[config.mk]
export PLATFORM = sky130hd
export DESIGN_NAME = sparce_mem_req_aligner
export DESIGN_NICKNAME = d
export VERILOG_FILES = /design/src/rtl/sparce_mem_req_aligner.sv
export SDC_FILE = /design/constraint.sdc
export NUM_CORES = 1
export LEC_CHECK = 0
export CAP_MARGIN = 40
export CORE_MARGIN = 2
export CORE_UTILIZATION = 30
export DETAILED_ROUTE_END_ITERATION = 8
export PLACE_DENSITY = 0.54
export SLEW_MARGIN = 30
export SYNTH_ARGS = -nofsm -noshare
export SYNTH_HDL_FRONTEND = slang
export SYNTH_SLANG_ARGS = --single-unit
export TNS_END_PERCENT = 5
[constraint.sdc]
create_clock -name clk -period 11.3 [get_ports clk]
set_clock_uncertainty 0.1 [all_clocks]
set_input_delay 1.13 -clock clk [delete_from_list [all_inputs] [get_ports clk]]
set_output_delay 1.13 -clock clk [all_outputs]
set_load 0.005 [all_outputs]
[src/rtl/sparce_mem_req_aligner.sv]
// rtl/sparce_mem_req_aligner.sv - splits unaligned load/store requests into aligned memory beats
// and merges split read data into a right-justified, zero-extended response.
package sparce_mem_req_aligner_pkg;
  typedef enum logic [1:0] {
    BYTE_OP  = 2'd0,
    HALF_OP  = 2'd1,
    WORD_OP  = 2'd2,
    DWORD_OP = 2'd3
  } mem_op_e;
endpackage

module sparce_mem_req_aligner
  import sparce_mem_req_aligner_pkg::*;
#(
  parameter int ADDR_WIDTH = 32,
  parameter int DATA_WIDTH = 32
) (
  input  logic                    clk,
  input  logic                    rst,
  input  logic                    req_valid,
  output logic                    req_ready,
  input  logic [1:0]              req_op,
  input  logic                    req_we,
  input  logic [ADDR_WIDTH-1:0]   req_addr,
  input  logic [DATA_WIDTH-1:0]   req_wdata,
  output logic                    mem_valid,
  input  logic                    mem_ready,
  output logic                    mem_we,
  output logic [ADDR_WIDTH-1:0]   mem_addr,
  output logic [DATA_WIDTH/8-1:0] mem_be,
  output logic [DATA_WIDTH-1:0]   mem_wdata,
  input  logic                    mem_rvalid,
  input  logic [DATA_WIDTH-1:0]   mem_rdata,
  output logic                    rsp_valid,
  output logic [DATA_WIDTH-1:0]   rsp_rdata
);
  localparam int BC    = DATA_WIDTH / 8;
  localparam int BADDR = $clog2(BC);

  typedef enum logic [2:0] {IDLE, BEAT0, WAIT0, BEAT1, WAIT1, RESP} state_e;

  function automatic logic [BC-1:0] size_mask(input logic [1:0] op);
    case (mem_op_e'(op))
      BYTE_OP:  size_mask = BC'(1);
      HALF_OP:  size_mask = BC'(3);
      WORD_OP:  size_mask = BC'(15);
      DWORD_OP: size_mask = '1;
    endcase
  endfunction

  function automatic logic is_nop(input logic [1:0] op);
    is_nop = (op == 2'd3) && (DATA_WIDTH != 64);
  endfunction

  // Two-beat wide views: low half lands in beat 0, high half spills into beat 1.
  function automatic logic [2*BC-1:0] be_full(input logic [BADDR-1:0] off, input logic [BC-1:0] m);
    logic [2*BC-1:0] t;
    t = {{BC{1'b0}}, m};
    be_full = t << off;
  endfunction

  function automatic logic [2*DATA_WIDTH-1:0] wd_full(input logic [BADDR-1:0] off,
                                                     input logic [DATA_WIDTH-1:0] d);
    logic [2*DATA_WIDTH-1:0] t;
    t = {{DATA_WIDTH{1'b0}}, d};
    wd_full = t << {off, 3'b000};
  endfunction

  function automatic logic [DATA_WIDTH-1:0] byte_expand(input logic [BC-1:0] m);
    for (int i = 0; i < BC; i++) byte_expand[8*i +: 8] = {8{m[i]}};
  endfunction

  state_e                  state_q;
  logic                    req_ready_q, split_q;
  logic [BC-1:0]           mask_q;
  logic [ADDR_WIDTH-1:0]   addr_q;
  logic [DATA_WIDTH-1:0]   wdata_q, lo_q;
  logic                    mem_valid_q, mem_we_q, rsp_valid_q;
  logic [ADDR_WIDTH-1:0]   mem_addr_q;
  logic [BC-1:0]           mem_be_q;
  logic [DATA_WIDTH-1:0]   mem_wdata_q, rsp_rdata_q;

  logic [BADDR-1:0]        req_off, cur_off;
  logic [BC-1:0]           req_mask, b1_be;
  logic                    req_split;
  logic [ADDR_WIDTH-1:0]   b1_addr;
  logic [DATA_WIDTH-1:0]   b1_wdata, rd_lo, rd_hi, rd_result;

  assign req_off   = req_addr[BADDR-1:0];
  assign req_mask  = size_mask(req_op);
  assign req_split = (be_full(req_off, req_mask) >> BC) != '0;
  assign cur_off   = addr_q[BADDR-1:0];
  assign b1_addr   = {addr_q[ADDR_WIDTH-1:BADDR], {BADDR{1'b0}}} + ADDR_WIDTH'(BC);
  assign b1_be     = BC'(be_full(cur_off, mask_q) >> BC);
  assign b1_wdata  = DATA_WIDTH'(wd_full(cur_off, wdata_q) >> DATA_WIDTH);
  assign rd_lo     = (state_q == WAIT1) ? lo_q : mem_rdata;
  assign rd_hi     = (state_q == WAIT1) ? mem_rdata : '0;
  assign rd_result = DATA_WIDTH'({rd_hi, rd_lo} >> {cur_off, 3'b000}) & byte_expand(mask_q);

  always_ff @(posedge clk or posedge rst) begin
    if (rst) begin
      state_q     <= IDLE;
      req_ready_q <= 1'b1;
      split_q     <= 1'b0;
      mask_q      <= '0;
      addr_q      <= '0;
      wdata_q     <= '0;
      lo_q        <= '0;
      mem_valid_q <= 1'b0;
      mem_we_q    <= 1'b0;
      mem_addr_q  <= '0;
      mem_be_q    <= '0;
      mem_wdata_q <= '0;
      rsp_valid_q <= 1'b0;
      rsp_rdata_q <= '0;
    end else begin
      rsp_valid_q <= 1'b0;
      case (state_q)
        IDLE: if (req_valid && req_ready_q) begin
          req_ready_q <= 1'b0;
          split_q     <= req_split;
          mask_q      <= req_mask;
          addr_q      <= req_addr;
          wdata_q     <= req_wdata;
          mem_we_q    <= req_we;
          if (is_nop(req_op)) begin
            state_q     <= RESP;
            rsp_valid_q <= 1'b1;
            rsp_rdata_q <= '0;
          end else begin
            state_q     <= BEAT0;
            mem_valid_q <= 1'b1;
            mem_addr_q  <= {req_addr[ADDR_WIDTH-1:BADDR], {BADDR{1'b0}}};
            mem_be_q    <= BC'(be_full(req_off, req_mask));
            mem_wdata_q <= DATA_WIDTH'(wd_full(req_off, req_wdata));
          end
        end
        BEAT0: if (mem_ready) begin
          if (!mem_we_q) begin
            state_q     <= WAIT0;
            mem_valid_q <= 1'b0;
          end else if (split_q) begin
            state_q     <= BEAT1;
            mem_addr_q  <= b1_addr;
            mem_be_q    <= b1_be;
            mem_wdata_q <= b1_wdata;
          end else begin
            state_q     <= RESP;
            mem_valid_q <= 1'b0;
            rsp_valid_q <= 1'b1;
            rsp_rdata_q <= '0;
          end
        end
        WAIT0: if (mem_rvalid) begin
          if (split_q) begin
            lo_q        <= mem_rdata;
            state_q     <= BEAT1;
            mem_valid_q <= 1'b1;
            mem_addr_q  <= b1_addr;
            mem_be_q    <= b1_be;
            mem_wdata_q <= b1_wdata;
          end else begin
            state_q     <= RESP;
            rsp_valid_q <= 1'b1;
            rsp_rdata_q <= rd_result;
          end
        end
        BEAT1: if (mem_ready) begin
          mem_valid_q <= 1'b0;
          if (!mem_we_q) begin
            state_q <= WAIT1;
          end else begin
            state_q     <= RESP;
            rsp_valid_q <= 1'b1;
            rsp_rdata_q <= '0;
          end
        end
        WAIT1: if (mem_rvalid) begin
          state_q     <= RESP;
          rsp_valid_q <= 1'b1;
          rsp_rdata_q <= rd_result;
        end
        RESP: begin
          state_q     <= IDLE;
          req_ready_q <= 1'b1;
          rsp_rdata_q <= '0;
        end
        default: state_q <= IDLE;
      endcase
    end
  end

  assign req_ready = req_ready_q;
  assign mem_valid = mem_valid_q;
  assign mem_we    = mem_we_q;
  assign mem_addr  = mem_addr_q;
  assign mem_be    = mem_be_q;
  assign mem_wdata = mem_wdata_q;
  assign rsp_valid = rsp_valid_q;
  assign rsp_rdata = rsp_rdata_q;
endmodule

==> results by group, run 1 <==
Run status
  – Status: completed

Critical path
  – Worst Path Buf+Inv: 2
  – WP data arrival: 3.55 ns
  – CP Capture Type: flop
  – R2R Setup Slk: 8.29 ns
  – Worst path cell trace: clkdlybuf4s50_1 > nand3b_1 > a21o_1 > o21a_4 > buf_12 > a2111oi_0 > a21o_1
  – CP Launch Type: input pin
  – R2R Path End: wdata_q[18]
  – Worst Reg2Reg Path Length in Cells: 6
  – Cell mode on critical path: a21o_1
  – Worst EP required: 11.57 ns
  – Top delay family on crit path: compound AO/OA/AOI/OAI gates
  – R2r startpoint: state_q[0]
  – Max incr delay on CP: 0.63 ns
  – Critical Path Fanout Max: 54
  – Kind of critical path: input pin to flop
  – Crit-path slowest cell: clkdlybuf4s50_1

Routing
  – Via total after detailed routing: 8637
  – Initial DRC count: 524
  – DR DRC count: 0
  – Routed WL per cell: 19.7 um
  – First-pass iteration count of the detailed router: 5
  – Post-DRT Antenna Nets: 0
  – Routed WL: 32.5 mm
  – Via/cell ratio: 5.24

Hold path
  – Hold EP: mem_be[3]
  – Hold Path Cell Cnt: 2
  – Hold Crit Start: mem_be[3]
  – Hold/Removal Path Class: flop to flop

Final layout
  – Reg area: 4930 um^2
  – Area grow syn2layout: 29.0%
  – Fin nets: 1286
  – Final core area utilization: 39.4%
  – Area of the multi-input gates: 5230 um^2
  – Final instance area: 13600 um^2
  – Final Non-Filler Cells: 1649
  – Share of layout cells above drive strength 1: 15.9%
  – Layout fillers: 3386
  – Antenna cells: 0

STA
  – Min cycle time layout: 3.27 ns
  – Slew Viols, Final: 0
  – RSZ-0062 raised after global routing: no
  – Worst Tran Pin Value: 0.841 ns
  – Worst slew margin: 43.9%
  – FMAX: 305 MHz
  – Final Hold Fails: 0
  – TNS Setup: 0 ns
  – Hold_ws: 0.381 ns
  – Final setup violation count: 0
  – Period utilization: 29.0%

Floorplanning
  – Overall die height: 192 um
  – Placeable Area: 34600 um^2
  – Die ar.: 36800 um^2
  – Top-Level Pins: 208
  – DIE WIDTH: 192 um
  – FP Rows: 68
  – Initial Util: 30.5%

Synthesis
  – Syn_area_per_cell: 10.4 um^2
  – Cell variety after synth: 64
  – Cells after synthesis: 1020
  – Number of synthesized flops with an enable pin: 0
  – Leading area contributor after synthesis: dfrtp_1
  – Top-count cell post-synth: dfrtp_1
  – Async SR Flop Fraction: 100%
  – Synth warn: 0
  – Cell Area, Synth: 10600 um^2
  – Yosys top cell area share: 46.4%
  – Primary FF master, synth: dfrtp_1
  – Post-synthesis sequential area ratio: 46.6%
  – Synth top area cells: dfrtp_1 46%, mux2_2 12%, mux2i_1 6.4%
  – Commonest cells in the netlist: 196 x dfrtp_1, 111 x mux2_2, 87 x nor2_1
  – Number of synthesized register bits: 197

CTS
  – CTS tree: built
  – Max H-tree Level: 4
  – Total CTS buffers: 17
  – Clock root buffer: clkbuf_16
  – Later-pin clock latency in the skew report: 0.44 ns
  – Post-CTS sizing: 0
  – Clock buffer depth: 2
  – CTS Sinks: 197
  – Clk slew on worst S/H paths: 0.08 ns
  – Hold_buf cts: 0
  – Total setup buffers inserted after CTS: 0

Placed design
  – Final GP Congestion: 0.784
  – PortBufs: 205
  – Placed Instances: 1614
  – DP Area: 13000 um^2
  – DP HPWL: 21.4 mm

Global route
  – Largest net degree at the start of global routing: 87
  – First-pass GRT wire length: 50.7 mm
  – GR Util All Layers: 17.8%
  – Grt total ovfl: 0
  – Initial antenna violation count: 0
  – Vias in the first global route: 8564

Power and ir drop
  – Leak: 5.56 nW
  – PD cells: 249 nW/um^2
  – Peak VDD IR: 0.112 mV

Job
  – Total of max-cap violations: 0
==> how the worst max path moves through the flow <==
| stage | start | endpoint | slack [ns] | cells past startpoint |
|---|---|---|---|---|
| final | mem_rvalid | mem_wdata[26] | 8.03 | 7 |
| after global routing | mem_rvalid | mem_addr[13] | 7.75 | 7 |
| after CTS | mem_rvalid | mem_wdata[26] | 7.85 | 6 |
| after detailed placement | mem_rvalid | mem_wdata[26] | 7.40 | 6 |
| after global placement | req_valid | wdata_q[29] | 7.42 | 5 |
| after floorplan | rst | addr_q[0] | 4.70 | 1 |
==> state kept, by name, indices dropped and copies added, names as in the netlist <==
| signal | cells |
|---|---|
| req_ready | 1 |
| mask_q | 3 |
| lo_q | 32 |
| state_q | 3 |
| mem_be | 4 |
| mem_wdata | 32 |
| mem_valid | 1 |
| rsp_valid | 1 |
| addr_q | 32 |
| rsp_rdata | 32 |
| mem_we | 1 |
| wdata_q | 24 |
| split_q | 1 |
| mem_addr | 30 |
==> final cells by class <==
type	instances	area share, %
well taps	455	4.17
inverters	13	0.413
flip-flops and latches	197	36.2
clock buffers	17	3.12
multi-input cells	729	38.3
clock inverters	15	1.19
repair buffers	223	16.6
==> where the power goes <==
part           internal, mW  switching [mW]
sequential             1.01           0.267
combinational         0.758           0.736
clock                 0.316           0.316
==> per-stage QoR <==
stage          power (mW)  setup WS (ns)
2_1_floorplan        2.15           4.70
3_3_place_gp         2.75           7.42
3_5_place_dp         2.78           7.40
4_1_cts              3.43           7.85
5_1_grt              3.65           7.75
6_report             3.40           8.03
==> layer usage <==
metal  global-route usage, %  vias up  wire, um
li1                        -     4056         -
met3                    3.67       24      1750
met5                       0        -         0
met4                    3.82        0       387
met2                    27.3      236     14600
met1                    25.8     4321     15800
==> cell families after synthesis <==
family                   after synthesis  synth area share [%]
AND/OR/NAND/NOR                      287                  13.1
adder cells (fa/ha/maj)                1                 0.118
buffers and inverters                 95                  4.19
flip-flops                           197                  46.6
multiplexers                         179                  18.3
XOR/XNOR                              30                  2.48
other                                  1                0.0355
AO/OA/AOI/OAI                        230                  15.2
==> cells in the final DEF, fill, tap and decap left out, types with 4 or more instances in the layout <==
master | Yosys | final
a211oi_1 | 10 | 10
a22oi_1 | 9 | 9
mux2i_1 | 68 | 68
a31oi_1 | 26 | 26
a2111oi_0 | 8 | 8
o21ai_0 | 43 | 43
dfrtp_1 | 196 | 195
o221ai_1 | 8 | 8
nor2_1 | 87 | 85
nor3_1 | 13 | 13
xor2_1 | 22 | 22
a21oi_1 | 38 | 38
inv_1 | 13 | 12
nor2b_1 | 15 | 14
nand2b_1 | 8 | 7
o211ai_1 | 22 | 22
or2_0 | 7 | 7
xnor2_1 | 8 | 8
a21o_1 | 12 | 12
inv_6 | 0 | 5
a31o_2 | 8 | 8
nand4_1 | 17 | 17
a221o_1 | 24 | 24
nand2_1 | 82 | 82
inv_8 | 0 | 4
and3_1 | 7 | 7
clkbuf_16 | 0 | 17
mux2_2 | 111 | 111
buf_4 | 10 | 13
clkdlybuf4s50_1 | 0 | 203
nand3_1 | 30 | 30
==> worst register-to-register path, delay by kind of cell (launching register included) <==
family,cells,cell delay [ns]
and+or+nand+nor,3,1.08
DFF,1,0.65
buffers and inverters,2,0.66
muxes,1,0.42
(Power assumes the default switching activity.)
==> run 2, diff against run 1 <==
Settings changed: PLACE_DENSITY 0.54 to 0.56.
Clock period 11.3 ns to 2.7 ns, I/O delays scaled along.
==> run 2 against run 1 <==
  * Cell count rose by 1.0%
  * Sequential power rose to 4.2 times the previous value
  * Via count is 1.2% higher
  * Utilization rose by 0.56 points
  * Register-to-register slack worse by 8.1 ns
  * Sequential share of layout area down 0.50 points
  * Worst hold slack worse by 0.36 ns
  * Critical path depth shrank 2
  * Setup slack lost 7.8 ns
  * Power grew to 4.3 times the previous value
==> results by group, run 2 (same netlist as run 1, synthesis figures left out) <==
Critical path
  – R2r startpoint: state_q[1]
  – Worst Reg2Reg Path Length in Cells: 5 (-1)
  – R2R Setup Slk: 0.23 ns (-8.06 ns)
  – Critical Path Fanout Max: 21 (-61%)
  – WP data arrival: 2.76 ns (-0.79 ns)
  – Setup crit start: state_q[1]
  – CP Launch Type: flop
  – R2R Path End: rsp_rdata[5]
  – Worst EP required: 2.99 ns (-8.58 ns)
  – Kind of critical path: flop to flop
  – CP Capture Type: flop

Placed design
  – DP HPWL: 21.7 mm (+1.3%)
  – Post-place setup slack: 0.198 ns (-7.20 ns)
  – PortBufs: 205 (unchanged)
  – Final GP Congestion: 0.778 (-0.74%)
  – Placed Instances: 1634 (+1.2%)

Floorplanning
  – Initial Util: 30.5% (unchanged)
  – Top-Level Pins: 208 (unchanged)
  – Placeable Area: 34600 um^2 (unchanged)
  – Overall die height: 192 um (unchanged)
  – FP Rows: 68 (unchanged)
  – Die ar.: 36800 um^2 (unchanged)
  – DIE WIDTH: 192 um (unchanged)

Power and ir drop
  – Peak VDD IR: 0.529 mV (+370%)
  – Sw Pwr: 5.49 mW (+320%)
  – Combinational share of power: 44.1% (+0.2 points)
  – Switch share: 37.5% (-1.3 points)
  – Flop pwr share: 36.6% (-0.9 points)
  – Pwr Total: 14.6 mW (+330%)
  – Clock power frac: 19.3% (+0.7 points)
  – Leak: 5.65 nW (+1.5%)
  – PD cells: 1060 nW/um^2 (+320%)
  – Internal: 9.13 mW (+340%)

STA
  – Final Hold Fails: 0 (unchanged)
  – Slew Viols, Final: 0 (unchanged)
  – Period utilization: 91.4%
  – Hold_ws: 0.0180 ns (-0.363 ns)
  – Worst Tran Pin Value: 0.750 ns (-0.0908 ns)
  – Min cycle time layout: 2.47 ns
  – Final setup violation count: 0 (unchanged)
  – FMAX: 405 MHz
  – RSZ-0062 raised after global routing: no
  – Worst slew margin: 50.0% (+6.1 points)
  – Fin worst setup slack: 0.233 ns (-7.79 ns)

CTS
  – CTS Sinks: 197 (unchanged)
  – Max H-tree Level: 4 (unchanged)
  – Clk slew on worst S/H paths: 0.08 ns (about the same)
  – Later-pin clock latency in the skew report: 0.45 ns (about the same)
  – Clock buffer depth: 2 (unchanged)
  – Hold_buf cts: 0 (unchanged)
  – Post-CTS sizing: 0 (unchanged)
  – Clock root buffer: clkbuf_16
  – CTS tree: built
  – Total CTS buffers: 17 (unchanged)
  – Total setup buffers inserted after CTS: 0 (unchanged)

Final layout
  – Area of the multi-input gates: 5230 um^2 (about the same)
  – Fin nets: 1303 (+1.3%)
  – Area grow syn2layout: 30.8%
  – Reg area: 4930 um^2 (unchanged)
  – Layout fillers: 3413 (+0.80%)
  – Final Non-Filler Cells: 1666 (+1.0%)
  – Final core area utilization: 40.0% (+0.56 points)
  – Antenna cells: 0 (unchanged)
  – Most common cell after layout, fill and taps aside: clkdlybuf4s50_1
  – Share of layout cells above drive strength 1: 17.0% (+1.1 points)
  – Most frequent cells in the layout: 203 x clkdlybuf4s50_1, 195 x dfrtp_1, 111 x mux2_2

Global route
  – Vias in the first global route: 9003 (+5.1%)
  – Largest net degree at the start of global routing: 96 (+10%)
  – GR Util All Layers: 17.9% (+0.087 points)
  – Initial antenna violation count: 1 (+1)
  – First-pass GRT wire length: 51.2 mm (+0.95%)
  – Grt total ovfl: 0 (unchanged)

Routing
  – Routed WL per cell: 19.3 um (-2.0%)
  – Routed WL: 32.2 mm (-0.96%)
  – Post-DRT Antenna Nets: 0 (unchanged)
  – First-pass iteration count of the detailed router: 5 (unchanged)
  – Via total after detailed routing: 8743 (+1.2%)
  – Via/cell ratio: 5.25 (+0.19%)
  – DR DRC count: 0 (unchanged)
  – Initial DRC count: 505 (-3.6%)

Job
  – Total of max-cap violations: 0 (unchanged)

Run status
  – Status: completed

Hold path
  – Hold/Removal Path Class: input pin to async pin
run 2: changes by cell type in the layout (fill, tap and decap cells not counted), moves of 3 or more:
cell        previous run  this run
inv_6                  5         2
inv_8                  4         1
bufinv_16              1         4
clkinvlp_4             1         5
buf_4                 13        26
buf_12                 2         9
buf_16                 3         0
run 2: layout make-up:
| type | instances | share of cell area, % |
|---|---|---|
| repair buffers | 240 | 17.5 |
| multi-input cells | 729 | 37.8 |
| clock buffers | 18 | 3.10 |
| flip-flops and latches | 197 | 35.7 |
| clock inverters | 14 | 1.46 |
| inverters | 13 | 0.380 |
| well taps | 455 | 4.12 |
run 2: worst max path at each step:
stage / to / slack [ns] / depth (start not counted)
floorplan: addr_q[0] / -0.22 / 1
global placement: rsp_rdata[1] / 0.22 / 5
detailed placement: rsp_rdata[7] / 0.20 / 5
CTS: rsp_rdata[7] / 0.19 / 5
global route: rsp_rdata[1] / 0.03 / 5
finish: rsp_rdata[5] / 0.23 / 5
run 2: metrics by stage:
stage / instance area [um^2] / TNS [ns]
2_1_floorplan: 10600 / -42.25
3_3_place_gp: 13200 / 0
3_5_place_dp: 13200 / 0
4_1_cts: 13800 / 0
5_1_grt: 13800 / 0
6_report: 13800 / 0
run 2: routing by layer:
layer / GRT usage [%] / routed length (um)
met1: 24.8 / 15000
met2: 27.6 / 14700
met3: 4.11 / 1910
met4: 5.65 / 627
met5: 0 / 11
run 2: power by group through the flow:
stage	logic (mW)	registers (mW)	clock network, mW
5_1_grt	7.10	5.53	3.02
3_5_place_dp	6.50	5.37	0
6_report	6.45	5.35	2.82
3_3_place_gp	6.43	5.37	0
2_1_floorplan	3.97	5.02	0
4_1_cts	6.53	5.35	2.89
run 2: worst max-delay path, cell delays in order (launching register included):
cell and delay (ns):
dfrtp_1 0.78, or3b_1 0.42, a21oi_2 0.26, nand3b_1 0.41, a21oi_1 0.30, a221o_1 0.14
==> run 3, diff against run 2 <==
Settings changed: ABC_AREA from default to 1, CAP_MARGIN 40 to default, PLACE_DENSITY 0.56 to 0.55.
==> run 3 against run 2 <==
  * Worst hold slack better by 0.017 ns
  * Critical path depth up 2
  * Flip-flop and latch count unchanged
  * Sequential power down 2%
  * Sequential share of layout area down 1.7 points
  * Power up 11%
  * Register-to-register slack better by 0.02 ns
  * Synthesized cell count up 60%
  * Area after synthesis up 7.4%
  * First-iteration DRC count up 64%
  * Wire length up 24%
  * Critical path type unchanged
  * Largest power group unchanged
==> results by group, run 3 <==
Synthesis
  – Syn_area_per_cell: 6.94 um^2 (-33%)
  – Yosys top cell area share: 43.2% (-3.2 points)
  – Synth warn: 0 (unchanged)
  – Async SR Flop Fraction: 100% (unchanged)
  – Commonest cells in the netlist: 620 x nand2_1, 196 x dfrtp_1, 178 x nand3_1
  – Cell variety after synth: 41 (-36%)
  – Top-count cell post-synth: nand2_1
  – Cell Area, Synth: 11400 um^2 (+7.4%)
  – Number of synthesized register bits: 197 (unchanged)
  – Leading area contributor after synthesis: dfrtp_1
  – Cells after synthesis: 1636 (+60%)
  – Number of synthesized flops with an enable pin: 0 (unchanged)
  – Post-synthesis sequential area ratio: 43.4% (-3.2 points)
  – Synth top area cells: dfrtp_1 43%, nand2_1 20%, nand3_1 7.8%
  – Primary FF master, synth: dfrtp_1

Critical path
  – Critical Path Fanout Max: 53 (+150%)
  – WP data arrival: 2.68 ns (-0.08 ns)
  – Worst Path Buf+Inv: 3 (+3)
  – Kind of critical path: flop to flop
  – CP Capture Type: flop
  – Top delay family on crit path: buffers and inverters
  – Worst EP required: 2.93 ns (-0.06 ns)
  – Max incr delay on CP: 0.64 ns (-0.14 ns)
  – Cell mode on critical path: inv_1
  – Crit-path slowest cell: clkinv_2
  – Worst path cell trace: inv_1 > nand2_1 > nor2_1 > inv_1 > nor2_4 > clkinv_2 > o221ai_1
  – CP Launch Type: flop

Global route
  – Vias in the first global route: 11061 (+23%)
  – Initial antenna violation count: 1 (unchanged)
  – GR Util All Layers: 20.6% (+2.7 points)
  – First-pass GRT wire length: 62.8 mm (+23%)
  – Largest net degree at the start of global routing: 71 (-26%)
  – Grt total ovfl: 0 (unchanged)

Floorplanning
  – FP Rows: 71 (+4.4%)
  – Die ar.: 39400 um^2 (+7.3%)
  – Initial Util: 30.3% (-0.24 points)
  – Overall die height: 199 um (+3.6%)
  – Top-Level Pins: 208 (unchanged)
  – Placeable Area: 37500 um^2 (+8.3%)
  – DIE WIDTH: 199 um (+3.6%)

Power and ir drop
  – Peak VDD IR: 0.566 mV (+7.1%)
  – Leak: 6.87 nW (+22%)
  – Pwr Total: 16.2 mW (+11%)
  – PD cells: 1120 nW/um^2 (+5.6%)

CTS
  – Later-pin clock latency in the skew report: 0.45 ns (about the same)
  – Post-CTS sizing: 0 (unchanged)
  – Hold_buf cts: 0 (unchanged)
  – Max H-tree Level: 4 (unchanged)
  – CTS tree: built
  – Clock root buffer: clkbuf_16
  – Clock buffer depth: 2 (unchanged)
  – Total CTS buffers: 17 (unchanged)
  – Clk slew on worst S/H paths: 0.08 ns (about the same)
  – CTS Sinks: 197 (unchanged)
  – Total setup buffers inserted after CTS: 0 (unchanged)

Final layout
  – Most frequent cells in the layout: 620 x nand2_1, 205 x clkdlybuf4s50_1, 196 x dfrtp_1
  – Most common cell after layout, fill and taps aside: nand2_1
  – Fin nets: 1906 (+46%)
  – Area grow syn2layout: 27.7%
  – Share of layout cells above drive strength 1: 6.06% (-11 points)
  – Final Non-Filler Cells: 2326 (+40%)
  – Final core area utilization: 38.7% (-1.3 points)
  – Layout fillers: 3962 (+16%)

Run status
  – Status: completed

Routing
  – Via total after detailed routing: 11391 (+30%)
  – DR DRC count: 0 (unchanged)
  – First-pass iteration count of the detailed router: 7 (+2)
  – Post-DRT Antenna Nets: 0 (unchanged)
  – Initial DRC count: 827 (+64%)
  – Routed WL: 39.9 mm (+24%)
  – Routed WL per cell: 17.1 um (-11%)
  – Via/cell ratio: 4.90 (-6.7%)

STA
  – RSZ-0062 raised after global routing: no
  – Final Hold Fails: 0 (unchanged)
  – Final setup violation count: 0 (unchanged)
  – Slew Viols, Final: 0 (unchanged)
  – Min cycle time layout: 2.45 ns (-0.0159 ns)
  – FMAX: 408 MHz (+0.65%)
  – Worst Tran Pin Value: 0.826 ns (+0.0752 ns)
  – Period utilization: 90.8% (-0.59 points)
  – Worst slew margin: 44.9% (-5.1 points)

Placed design
  – PortBufs: 205 (unchanged)
  – Final GP Congestion: 0.883 (+14%)
  – DP HPWL: 28.6 mm (+32%)
  – Placed Instances: 2293 (+40%)

Hold path
  – Hold/Removal Path Class: input pin to async pin

Job
  – Total of max-cap violations: 0 (unchanged)
run 3: cell count changes after synthesis, sizes merged, moves of 26 or more:
cell,change
a31oi,-26
nand2,+542
nor2,+35
nand3,+154
mux2,-103
inv,+101
mux2i,-68
o21ai,+132
run 3: routing by layer:
| layer | track usage [%] | vias to the layer above | part of all wire [%] |
|---|---|---|---|
| met5 | 0 | - | 0.033 |
| met3 | 4.14 | 33 | 5.7 |
| met4 | 5.58 | 2 | 1.6 |
| met1 | 28.6 | 5416 | 47 |
| li1 | - | 5599 | - |
| met2 | 32.5 | 341 | 46 |
run 3: worst register-to-register path: stages (launching register included):
cell and delay [ns]:
dfrtp_1 0.51, inv_1 0.15, nand2_1 0.08, nor2_1 0.17, inv_1 0.10, nor2_4 0.11, clkinv_2 0.64, o221ai_1 0.48
run 3: cells by family (layout without fill, tap and decap cells):
logic type	Yosys count	after routing	share of synthesized area, %
fa+ha+maj	1	1	0.110
mux	8	8	0.793
xor+xnor	2	2	0.154
simple gates	963	963	35.8
compound gates	255	255	11.9
buf+inv	209	386	7.87
flops	197	197	43.4
other cells	1	3	0.0330
run 3: area by class of cell:
class	count	area (um^2)	area share (%)
diodes	1	2.50	0.0173
clock buffers	17	425	2.93
clock inverters	15	184	1.27
inverters	116	440	3.04
multi-input cells	1231	5540	38.2
flip-flops and latches	197	4930	34.0
well taps	511	639	4.41
repair buffers	238	2340	16.1
run 3: worst paths after layout:
| check | depth (start not counted) | start | to | slack, ns |
|---|---|---|---|---|
| min in group clk | 3 | req_addr[7] | addr_q[7] | 0.30 |
| max in group asynchronous | 3 | rst | lo_q[16] | 1.68 |
| hold reg to reg | 2 | mask_q[0] | mask_q[0] | 0.37 |
| setup reg to reg | 7 | state_q[1] | rsp_valid | 0.25 |
| hold / removal | 2 | rst | lo_q[11] | 0.03 |
| setup / recovery | 7 | state_q[1] | rsp_valid | 0.25 |
run 3: where the power goes:
group	leakage (nW)	total, mW	internal [mW]	switching [mW]
Combinational	4.04	8.23	3.18	5.05
Clock	0.295	2.70	1.34	1.36
Sequential	2.54	5.25	4.26	0.988
run 3: through the flow:
stage	setup slack, ns	setup TNS, ns	cell area, um^2	hold WS, ns
6_report	0.248	0	14500	0.0347
5_1_grt	0.0574	0	14500	0.0476
3_3_place_gp	0.310	0	13900	0.343
3_5_place_dp	0.244	0	13900	0.351
4_1_cts	0.334	0	14500	0.0322
2_1_floorplan	-0.216	-42.25	11400	0.279
